## config.mk

```make
export PLATFORM = sky130hd
export DESIGN_NAME = i2c_data_path_burst
export DESIGN_NICKNAME = d
export VERILOG_FILES = /design/src/rtl/i2c_pkg.sv /design/src/rtl/i2c_sync_fifo.sv /design/src/rtl/i2c_data_path_burst.sv
export SDC_FILE = /design/constraint.sdc
export NUM_CORES = 1
export LEC_CHECK = 0
export ABC_AREA = 1
export CAP_MARGIN = 0
export CORE_MARGIN = 5
export CORE_UTILIZATION = 50
export DETAILED_ROUTE_END_ITERATION = 7
export DONT_BUFFER_PORTS = 1
export GPL_TIMING_DRIVEN = 0
export PLACE_DENSITY_LB_ADDON = 0.05
export SETUP_SLACK_MARGIN = 0.02
export SKIP_LAST_GASP = 1
export SLEW_MARGIN = 20
export SYNTH_ARGS = -nofsm -noshare
export SYNTH_HDL_FRONTEND = slang
export SYNTH_SLANG_ARGS = --single-unit
```

## constraint.sdc

```tcl
create_clock -name i2c_core_clock_i -period 5.9 [get_ports i2c_core_clock_i]
set_input_delay 0 -clock i2c_core_clock_i [delete_from_list [all_inputs] [get_ports i2c_core_clock_i]]
set_output_delay 0 -clock i2c_core_clock_i [all_outputs]
set_load 0.02 [all_outputs]
```

## src/rtl/i2c_pkg.sv

```systemverilog
// Shared definitions for the burst I2C data path.
// Phase codes, data path FSM states and sample-point arithmetic.
package i2c_pkg;

  localparam logic [3:0] CMD_IDLE   = 4'd0;
  localparam logic [3:0] CMD_START  = 4'd1;
  localparam logic [3:0] CMD_ADDR   = 4'd2;
  localparam logic [3:0] CMD_WRITE  = 4'd3;
  localparam logic [3:0] CMD_READ   = 4'd4;
  localparam logic [3:0] CMD_WACK   = 4'd5;
  localparam logic [3:0] CMD_RACK   = 4'd6;
  localparam logic [3:0] CMD_STOP   = 4'd7;
  localparam logic [3:0] CMD_RSTART = 4'd8;

  typedef enum logic [1:0] {
    ST_IDLE,
    ST_SHIFT,
    ST_DONE
  } dp_state_e;

  // P + P/2, one bit wider than P so it never wraps
  function automatic logic [16:0] sample_point(input logic [15:0] p);
    return {1'b0, p} + {2'b00, p[15:1]};
  endfunction

endpackage

```

## src/rtl/i2c_sync_fifo.sv

```systemverilog
// Synchronous FIFO with first-word fall-through read port.
// A pop frees a slot for a push in the same cycle when full.
module i2c_sync_fifo
  import i2c_pkg::*;
#(
  parameter int DATA_W     = 8,
  parameter int FIFO_DEPTH = 4
) (
  input  logic              clk_i,
  input  logic              rst_ni,
  input  logic              push_i,
  input  logic [DATA_W-1:0] data_i,
  input  logic              pop_i,
  output logic              full_o,
  output logic              empty_o,
  output logic [DATA_W-1:0] data_o
);

  localparam int AW = $clog2(FIFO_DEPTH);

  logic [DATA_W-1:0] mem_q [FIFO_DEPTH];
  logic [AW-1:0]     wptr_q;
  logic [AW-1:0]     rptr_q;
  logic [AW:0]       cnt_q;
  logic              pop_ok;
  logic              push_ok;

  assign full_o  = (cnt_q == (AW+1)'(FIFO_DEPTH));
  assign empty_o = (cnt_q == '0);
  assign pop_ok  = pop_i && !empty_o;
  assign push_ok = push_i && (!full_o || pop_ok);
  assign data_o  = empty_o ? '0 : mem_q[rptr_q];

  always_ff @(posedge clk_i or negedge rst_ni) begin
    if (!rst_ni) begin
      wptr_q <= '0;
      rptr_q <= '0;
      cnt_q  <= '0;
    end else begin
      wptr_q <= wptr_q + AW'(push_ok);
      rptr_q <= rptr_q + AW'(pop_ok);
      cnt_q  <= cnt_q + (AW+1)'(push_ok) - (AW+1)'(pop_ok);
    end
  end

  always_ff @(posedge clk_i) begin
    if (push_ok) mem_q[wptr_q] <= data_i;
  end

endmodule

```

## src/rtl/i2c_data_path_burst.sv

```systemverilog
// I2C data path: frame shifter, SDA driver, ACK sampling,
// arbitration detection, with TX/RX burst FIFOs.
module i2c_data_path_burst
  import i2c_pkg::*;
#(
  parameter int DATA_W     = 8,
  parameter int FIFO_DEPTH = 4,
  parameter int PRESC_W    = 8
) (
  input  logic                       i2c_core_clock_i,
  input  logic                       reset_bit_i,
  input  logic [PRESC_W-1:0]         prescaler_i,
  input  logic [PRESC_W:0]           counter_detect_edge_i,
  input  logic [3:0]                 cmd_i,
  input  logic                       sda_i,
  input  logic [DATA_W-1:0]          addr_rw_i,
  input  logic                       ack_bit_i,
  input  logic [DATA_W-1:0]          tx_data_i,
  input  logic                       tx_valid_i,
  output logic                       tx_ready_o,
  output logic [DATA_W-1:0]          rx_data_o,
  output logic                       rx_valid_o,
  input  logic                       rx_ready_i,
  output logic                       sda_o,
  output logic [$clog2(DATA_W+1)-1:0] bit_cnt_o,
  output logic                       frame_done_o,
  output logic                       ack_rcvd_o,
  output logic                       ack_valid_o,
  output logic                       arb_lost_o,
  output logic                       tx_underrun_o,
  output logic                       rx_overflow_o
);

  localparam int BW = $clog2(DATA_W+1);
  localparam int CW = PRESC_W + 1;

  dp_state_e         state_q, state_d;
  logic [3:0]        cmd_q;
  logic [DATA_W-1:0] shift_q, shift_d;
  logic [BW-1:0]     bit_cnt_q, bit_cnt_d;
  logic              sda_q, sda_d;
  logic              ack_q, ack_d;
  logic              ackv_q, ackv_d;
  logic              arb_q, arb_d;
  logic              done_q, done_d;
  logic              unf_q, unf_d;
  logic              ovf_q, ovf_d;

  logic              tx_full, tx_empty, tx_pop;
  logic [DATA_W-1:0] tx_head;
  logic              rx_full, rx_empty, rx_push, rx_pop_ok;

  logic              d_hit, s_hit, c_hit;
  logic              cmd_chg, is_frame, is_tx, entry, bit_step;
  logic [DATA_W-1:0] shifted;

  assign d_hit    = (counter_detect_edge_i == CW'(1));
  assign s_hit    = (sample_point(16'(prescaler_i))
                     == 17'(counter_detect_edge_i));
  assign c_hit    = s_hit;
  assign cmd_chg  = (cmd_i != cmd_q);
  assign is_tx    = (cmd_i == CMD_ADDR) || (cmd_i == CMD_WRITE);
  assign is_frame = is_tx || (cmd_i == CMD_READ);
  assign entry    = cmd_chg && is_frame;
  assign bit_step = s_hit && is_frame && !entry
                    && (state_q == ST_SHIFT) && (bit_cnt_q != '0);
  assign shifted  = {shift_q[DATA_W-2:0], sda_i};
  assign rx_pop_ok = rx_ready_i && !rx_empty;

  always_comb begin
    state_d   = state_q;
    shift_d   = shift_q;
    bit_cnt_d = bit_cnt_q;
    sda_d     = sda_q;
    ack_d     = ack_q;
    ackv_d    = 1'b0;
    arb_d     = arb_q;
    done_d    = 1'b0;
    unf_d     = 1'b0;
    ovf_d     = 1'b0;
    tx_pop    = 1'b0;
    rx_push   = 1'b0;

    unique case (state_q)
      ST_IDLE:  if (entry) state_d = ST_SHIFT;
      ST_SHIFT: if (entry) state_d = ST_SHIFT;
                else if (bit_cnt_q == '0) state_d = ST_DONE;
      ST_DONE:  if (entry) state_d = ST_SHIFT;
                else if (cmd_chg) state_d = ST_IDLE;
      default:  state_d = ST_IDLE;
    endcase

    if (entry) begin
      bit_cnt_d = BW'(DATA_W);
      unique case (1'b1)
        cmd_i == CMD_ADDR:  shift_d = addr_rw_i;
        cmd_i == CMD_WRITE: begin
          tx_pop  = !tx_empty;
          shift_d = tx_empty ? '1 : tx_head;
          unf_d   = tx_empty;
        end
        default:            shift_d = '0;
      endcase
    end else if (bit_step) begin
      shift_d   = shifted;
      bit_cnt_d = bit_cnt_q - BW'(1);
      done_d    = (bit_cnt_q == BW'(1));
      if (is_tx && sda_q && !sda_i) arb_d = 1'b1;
      if (cmd_i == CMD_READ && bit_cnt_q == BW'(1)) begin
        rx_push = 1'b1;
        ovf_d   = rx_full && !rx_pop_ok;
      end
    end

    if (cmd_chg && cmd_i == CMD_START) arb_d = 1'b0;

    unique case (cmd_i)
      CMD_IDLE:   sda_d = 1'b1;
      CMD_START:  if (c_hit) sda_d = 1'b0;
      CMD_ADDR,
      CMD_WRITE:  if (d_hit && bit_cnt_q != '0) sda_d = shift_q[DATA_W-1];
      CMD_READ:   if (d_hit && bit_cnt_q != '0) sda_d = 1'b1;
      CMD_WACK:   if (d_hit) sda_d = ack_bit_i;
      CMD_RACK: begin
        if (d_hit) sda_d = 1'b1;
        if (s_hit) begin
          ack_d  = sda_i;
          ackv_d = 1'b1;
        end
      end
      CMD_STOP:   if (d_hit) sda_d = 1'b0;
                  else if (c_hit) sda_d = 1'b1;
      CMD_RSTART: if (d_hit) sda_d = 1'b1;
                  else if (c_hit) sda_d = 1'b0;
      default:    sda_d = 1'b1;
    endcase

    // a master that lost the bus must only release SDA
    if (arb_d) sda_d = 1'b1;
  end

  always_ff @(posedge i2c_core_clock_i or negedge reset_bit_i) begin
    if (!reset_bit_i) begin
      state_q   <= ST_IDLE;
      cmd_q     <= CMD_IDLE;
      shift_q   <= '0;
      bit_cnt_q <= '0;
      sda_q     <= 1'b1;
      ack_q     <= 1'b1;
      ackv_q    <= 1'b0;
      arb_q     <= 1'b0;
      done_q    <= 1'b0;
      unf_q     <= 1'b0;
      ovf_q     <= 1'b0;
    end else begin
      state_q   <= state_d;
      cmd_q     <= cmd_i;
      shift_q   <= shift_d;
      bit_cnt_q <= bit_cnt_d;
      sda_q     <= sda_d;
      ack_q     <= ack_d;
      ackv_q    <= ackv_d;
      arb_q     <= arb_d;
      done_q    <= done_d;
      unf_q     <= unf_d;
      ovf_q     <= ovf_d;
    end
  end

  i2c_sync_fifo #(
    .DATA_W     (DATA_W),
    .FIFO_DEPTH (FIFO_DEPTH)
  ) u_tx_fifo (
    .clk_i   (i2c_core_clock_i),
    .rst_ni  (reset_bit_i),
    .push_i  (tx_valid_i && !tx_full),
    .data_i  (tx_data_i),
    .pop_i   (tx_pop),
    .full_o  (tx_full),
    .empty_o (tx_empty),
    .data_o  (tx_head)
  );

  i2c_sync_fifo #(
    .DATA_W     (DATA_W),
    .FIFO_DEPTH (FIFO_DEPTH)
  ) u_rx_fifo (
    .clk_i   (i2c_core_clock_i),
    .rst_ni  (reset_bit_i),
    .push_i  (rx_push),
    .data_i  (shifted),
    .pop_i   (rx_ready_i),
    .full_o  (rx_full),
    .empty_o (rx_empty),
    .data_o  (rx_data_o)
  );

  assign tx_ready_o    = !tx_full;
  assign rx_valid_o    = !rx_empty;
  assign sda_o         = sda_q;
  assign bit_cnt_o     = bit_cnt_q;
  assign frame_done_o  = done_q;
  assign ack_rcvd_o    = ack_q;
  assign ack_valid_o   = ackv_q;
  assign arb_lost_o    = arb_q;
  assign tx_underrun_o = unf_q;
  assign rx_overflow_o = ovf_q;

endmodule

```

==> results.toml <==
[final_layout]
antennaDiodeCount = 0
mostFrequentLayoutCells = "nand2_1, inv_1, edfxtp_1"
drive_gt1_frac = 0.0909
areaGrowthSynthToFinish_pct = 12.7
n_fill_cell = 932
fin_area_mm2 = 0.00590
final_common_cell = "nand2_1"
finalNetCount = 653

[floorplan]
die_width_um = 112
rows = 37
ioPinCount = 64
fp.coreArea_mm2 = 0.0103
fp.dieH_um = 112
dieArea_mm2 = 0.0126
initial_core_util = 0.509

[worst_setup_path]
cp-end-kind = "flip-flop"
crit_chain = "inv_1, ha_1, nand2_1, nand4_2, inv_2, nand3_4, nor2_4, nand3_2, nor3_1"
rr_startpoint = "bit_cnt_o[0]"
path_class = "reg2reg"
r2r_cells = 9
critPathMaxFanout = 8
crit_slowest_cell = "nor3_1"
rrSetupSlack_ps = 3080
cp.required_ps = 5890
arrival_ps = 2810
worstReg2RegEnd = "u_rx_fifo.mem_q[1][3]"
start_kind = "flip-flop"
critPathMaxStageDelay_ps = 840

[pwr]
clkPwrFrac = 0.214
p_int_mw = 1.36
powerDensity_mw_per_mm2 = 375
p_leak_nw = 2.57
combinationalPowerShare = 0.329
p_switching_uw = 852
seqPwrFrac = 0.457
switching_share = 0.386
max-vdd-ir-drop_mv = 0.179
finalPower_mw = 2.21

[grt]
grt_pass1_wl_um = 17900
grtUsageMet1 = 0.231
grt_pass1_vias = 3640
use_met3 = 0.0464
antenna_found_initial = 0
grt_usage = 0.176
grt-ovfl-total = 0
grtUsageMet2 = 0.295
grt_max_degree = 40
gr-max-usage-layer = "met2"

[clock_network]
cts_resized = 0
cts_hold_buf = 24
cts_sinks = 103
cts_buffer_depth = 2
htree_levels = 3
path_clk_slew_ps = 100
post_cts_buffers = 0
cts_root_buf = "clkbuf_8"
numCtsBuffers = 9
cts_tree = "yes"
worstSkewPairLatency_ps = 370

[sta]
max_freq_ghz = 0.354
setup_viol = 0
fin_crit_ps = 2820
slew_headroom = 0.268
period_share = 0.478
rsz0062_at_grt = "no"
finalSetupTns_ps = 0
max_slew.worst_pin.slew_ps = 1090
finalClockSkew_ps = 14.6
drv_slew = 0
finalHoldViolCount = 0

[flow_run]
drv_cap = 0

[logic_synthesis]
yosysSeqAreaShare = 0.554
syn_nets = 618
ys.flop_type = "edfxtp_1"
synth.avg_cell_area_um2 = 9.45
synth_edf_count = 64
ys_seq_elements = 103
async_reset_ff_frac = 0.379
synthDistinctLibCells = 38
syn_inst = 554
synth_area_mm2 = 0.00523
synth_warnings = 0

[drt]
drt_iter0_markers = 125
drtPass1Iterations = 4
via_count = 3666
avgRoutedWirePerCell_um = 14.3
wl_um = 10500
drc_errors = 0
drtAntennaViolNets = 0
avgViaCountPerCell = 5.02

[run_status]
status = "completed"

[placed_design]
placedInstanceArea_mm2 = 0.00542
io_buffer_count = 0
dp_hpwl_um = 7960
gp_congestion = 0.795

[min_path]
hp-class = "in2reg"
hold-path-endpoint = "sda_o"
whs_path_depth = 7
min_from = "counter_detect_edge_i[1]"
routing by layer:
layer / vias to the layer above / share of wire
met5: - / 0
met4: 0 / 0.0079
met3: 8 / 0.049
met2: 60 / 0.49
met1: 1694 / 0.46
li1: 1904 / -
power by group through the flow:
| stage | Sequential [mW] | Combinational, mW | Clock, mW |
|---|---|---|---|
| 2_1_floorplan | 0.999 | 0.563 | 0 |
| 3_3_place_gp | 1.02 | 0.684 | 0 |
| 3_5_place_dp | 1.03 | 0.712 | 0 |
| 4_1_cts | 1.01 | 0.740 | 0.484 |
| 5_1_grt | 1.03 | 0.835 | 0.518 |
| 6_report | 1.01 | 0.727 | 0.472 |
worst max-delay path, delay by kind of cell, from the launching register on:
kind / cells / cell delay [ps]
fa+ha+maj: 1 / 230
buf+inv: 2 / 230
simple gates: 6 / 1460
flops: 1 / 530
cell type report:
| class | count | area (µm²) | area share |
|---|---|---|---|
| clock inverters | 7 | 96.3 | 0.0163 |
| multi-input cells | 359 | 2000 | 0.339 |
| clock buffers | 9 | 124 | 0.0210 |
| repair buffers | 24 | 250 | 0.0424 |
| flip-flops and latches | 103 | 2900 | 0.492 |
| well taps | 136 | 170 | 0.0288 |
| plain buffers | 12 | 56.3 | 0.00954 |
| inverters | 80 | 300 | 0.0509 |
flip-flops by register name (all words and copies together), names as in the netlist:
name and count:
arb_lost_o 1, u_tx_fifo.cnt_q 3, sda_o 1, state_q 2, rx_overflow_o 1, frame_done_o 1
u_rx_fifo.mem_q 32, u_tx_fifo.wptr_q 2, tx_underrun_o 1, bit_cnt_o 4, ack_valid_o 1, u_tx_fifo.rptr_q 2
u_rx_fifo.cnt_q 3, u_tx_fifo.mem_q 32, cmd_q 4, ack_rcvd_o 1, shift_q 8, u_rx_fifo.rptr_q 2
u_rx_fifo.wptr_q 2
per-stage QoR:
step	cells	setup slack, ps	utilization	hold WS, ps
after floorplan	554	3300	-	-296
after global placement	690	2820	0.526	-294
after detailed placement	690	2780	0.528	-294
after CTS	730	2970	0.574	20.6
after global routing	730	2880	0.574	46.5
final	730	3080	0.574	27.5
kinds of logic (layout without fill, tap and decap cells):
| kind of cell | Yosys count | in the layout | synth area share |
|---|---|---|---|
| simple gates | 249 | 249 | 0.218 |
| flops | 103 | 103 | 0.554 |
| buf+inv | 92 | 132 | 0.0681 |
| compound gates | 75 | 75 | 0.0820 |
| fa+ha+maj | 21 | 21 | 0.0545 |
| xor+xnor | 14 | 14 | 0.0234 |
Yosys cell counts, types with 2 or more instances:
cell | number | share of area
dfrtp_1 | 37 | 0.18
nand2_1 | 122 | 0.087
nand4_1 | 4 | 0.0048
xor2_1 | 8 | 0.013
edfxtp_1 | 64 | 0.37
nand3_2 | 3 | 0.0057
clkbuf_1 | 8 | 0.0057
xnor2_1 | 6 | 0.010
buf_2 | 3 | 0.0029
o21ai_1 | 5 | 0.0048
a21oi_1 | 23 | 0.022
nor4_1 | 4 | 0.0048
a32oi_1 | 8 | 0.013
o211ai_1 | 2 | 0.0029
o21ai_0 | 32 | 0.031
nand3b_1 | 2 | 0.0029
inv_2 | 6 | 0.0043
a21oi_2 | 2 | 0.0033
nor2_2 | 3 | 0.0036
fa_1 | 3 | 0.011
nor2_1 | 59 | 0.042
nor3_1 | 9 | 0.0086
ha_1 | 18 | 0.043
nor2_4 | 4 | 0.0086
inv_1 | 73 | 0.052
nand2_4 | 2 | 0.0043
nand3_1 | 32 | 0.031
dfstp_2 | 2 | 0.010
worst max path at each step:
| stage | from | to | slack (ps) | depth (start not counted) |
|---|---|---|---|---|
| floorplan | prescaler_i[0] | u_rx_fifo.cnt_q[2] | 3300 | 16 |
| global placement | prescaler_i[0] | u_rx_fifo.mem_q[1][5] | 2820 | 11 |
| detailed placement | prescaler_i[0] | u_rx_fifo.mem_q[0][4] | 2780 | 11 |
| CTS | bit_cnt_o[0] | u_rx_fifo.mem_q[0][1] | 2970 | 9 |
| global route | bit_cnt_o[1] | u_rx_fifo.mem_q[1][1] | 2880 | 9 |
| finish | bit_cnt_o[0] | u_rx_fifo.mem_q[1][3] | 3080 | 9 |
No activity file was read; power rests on OpenSTA's default activity.
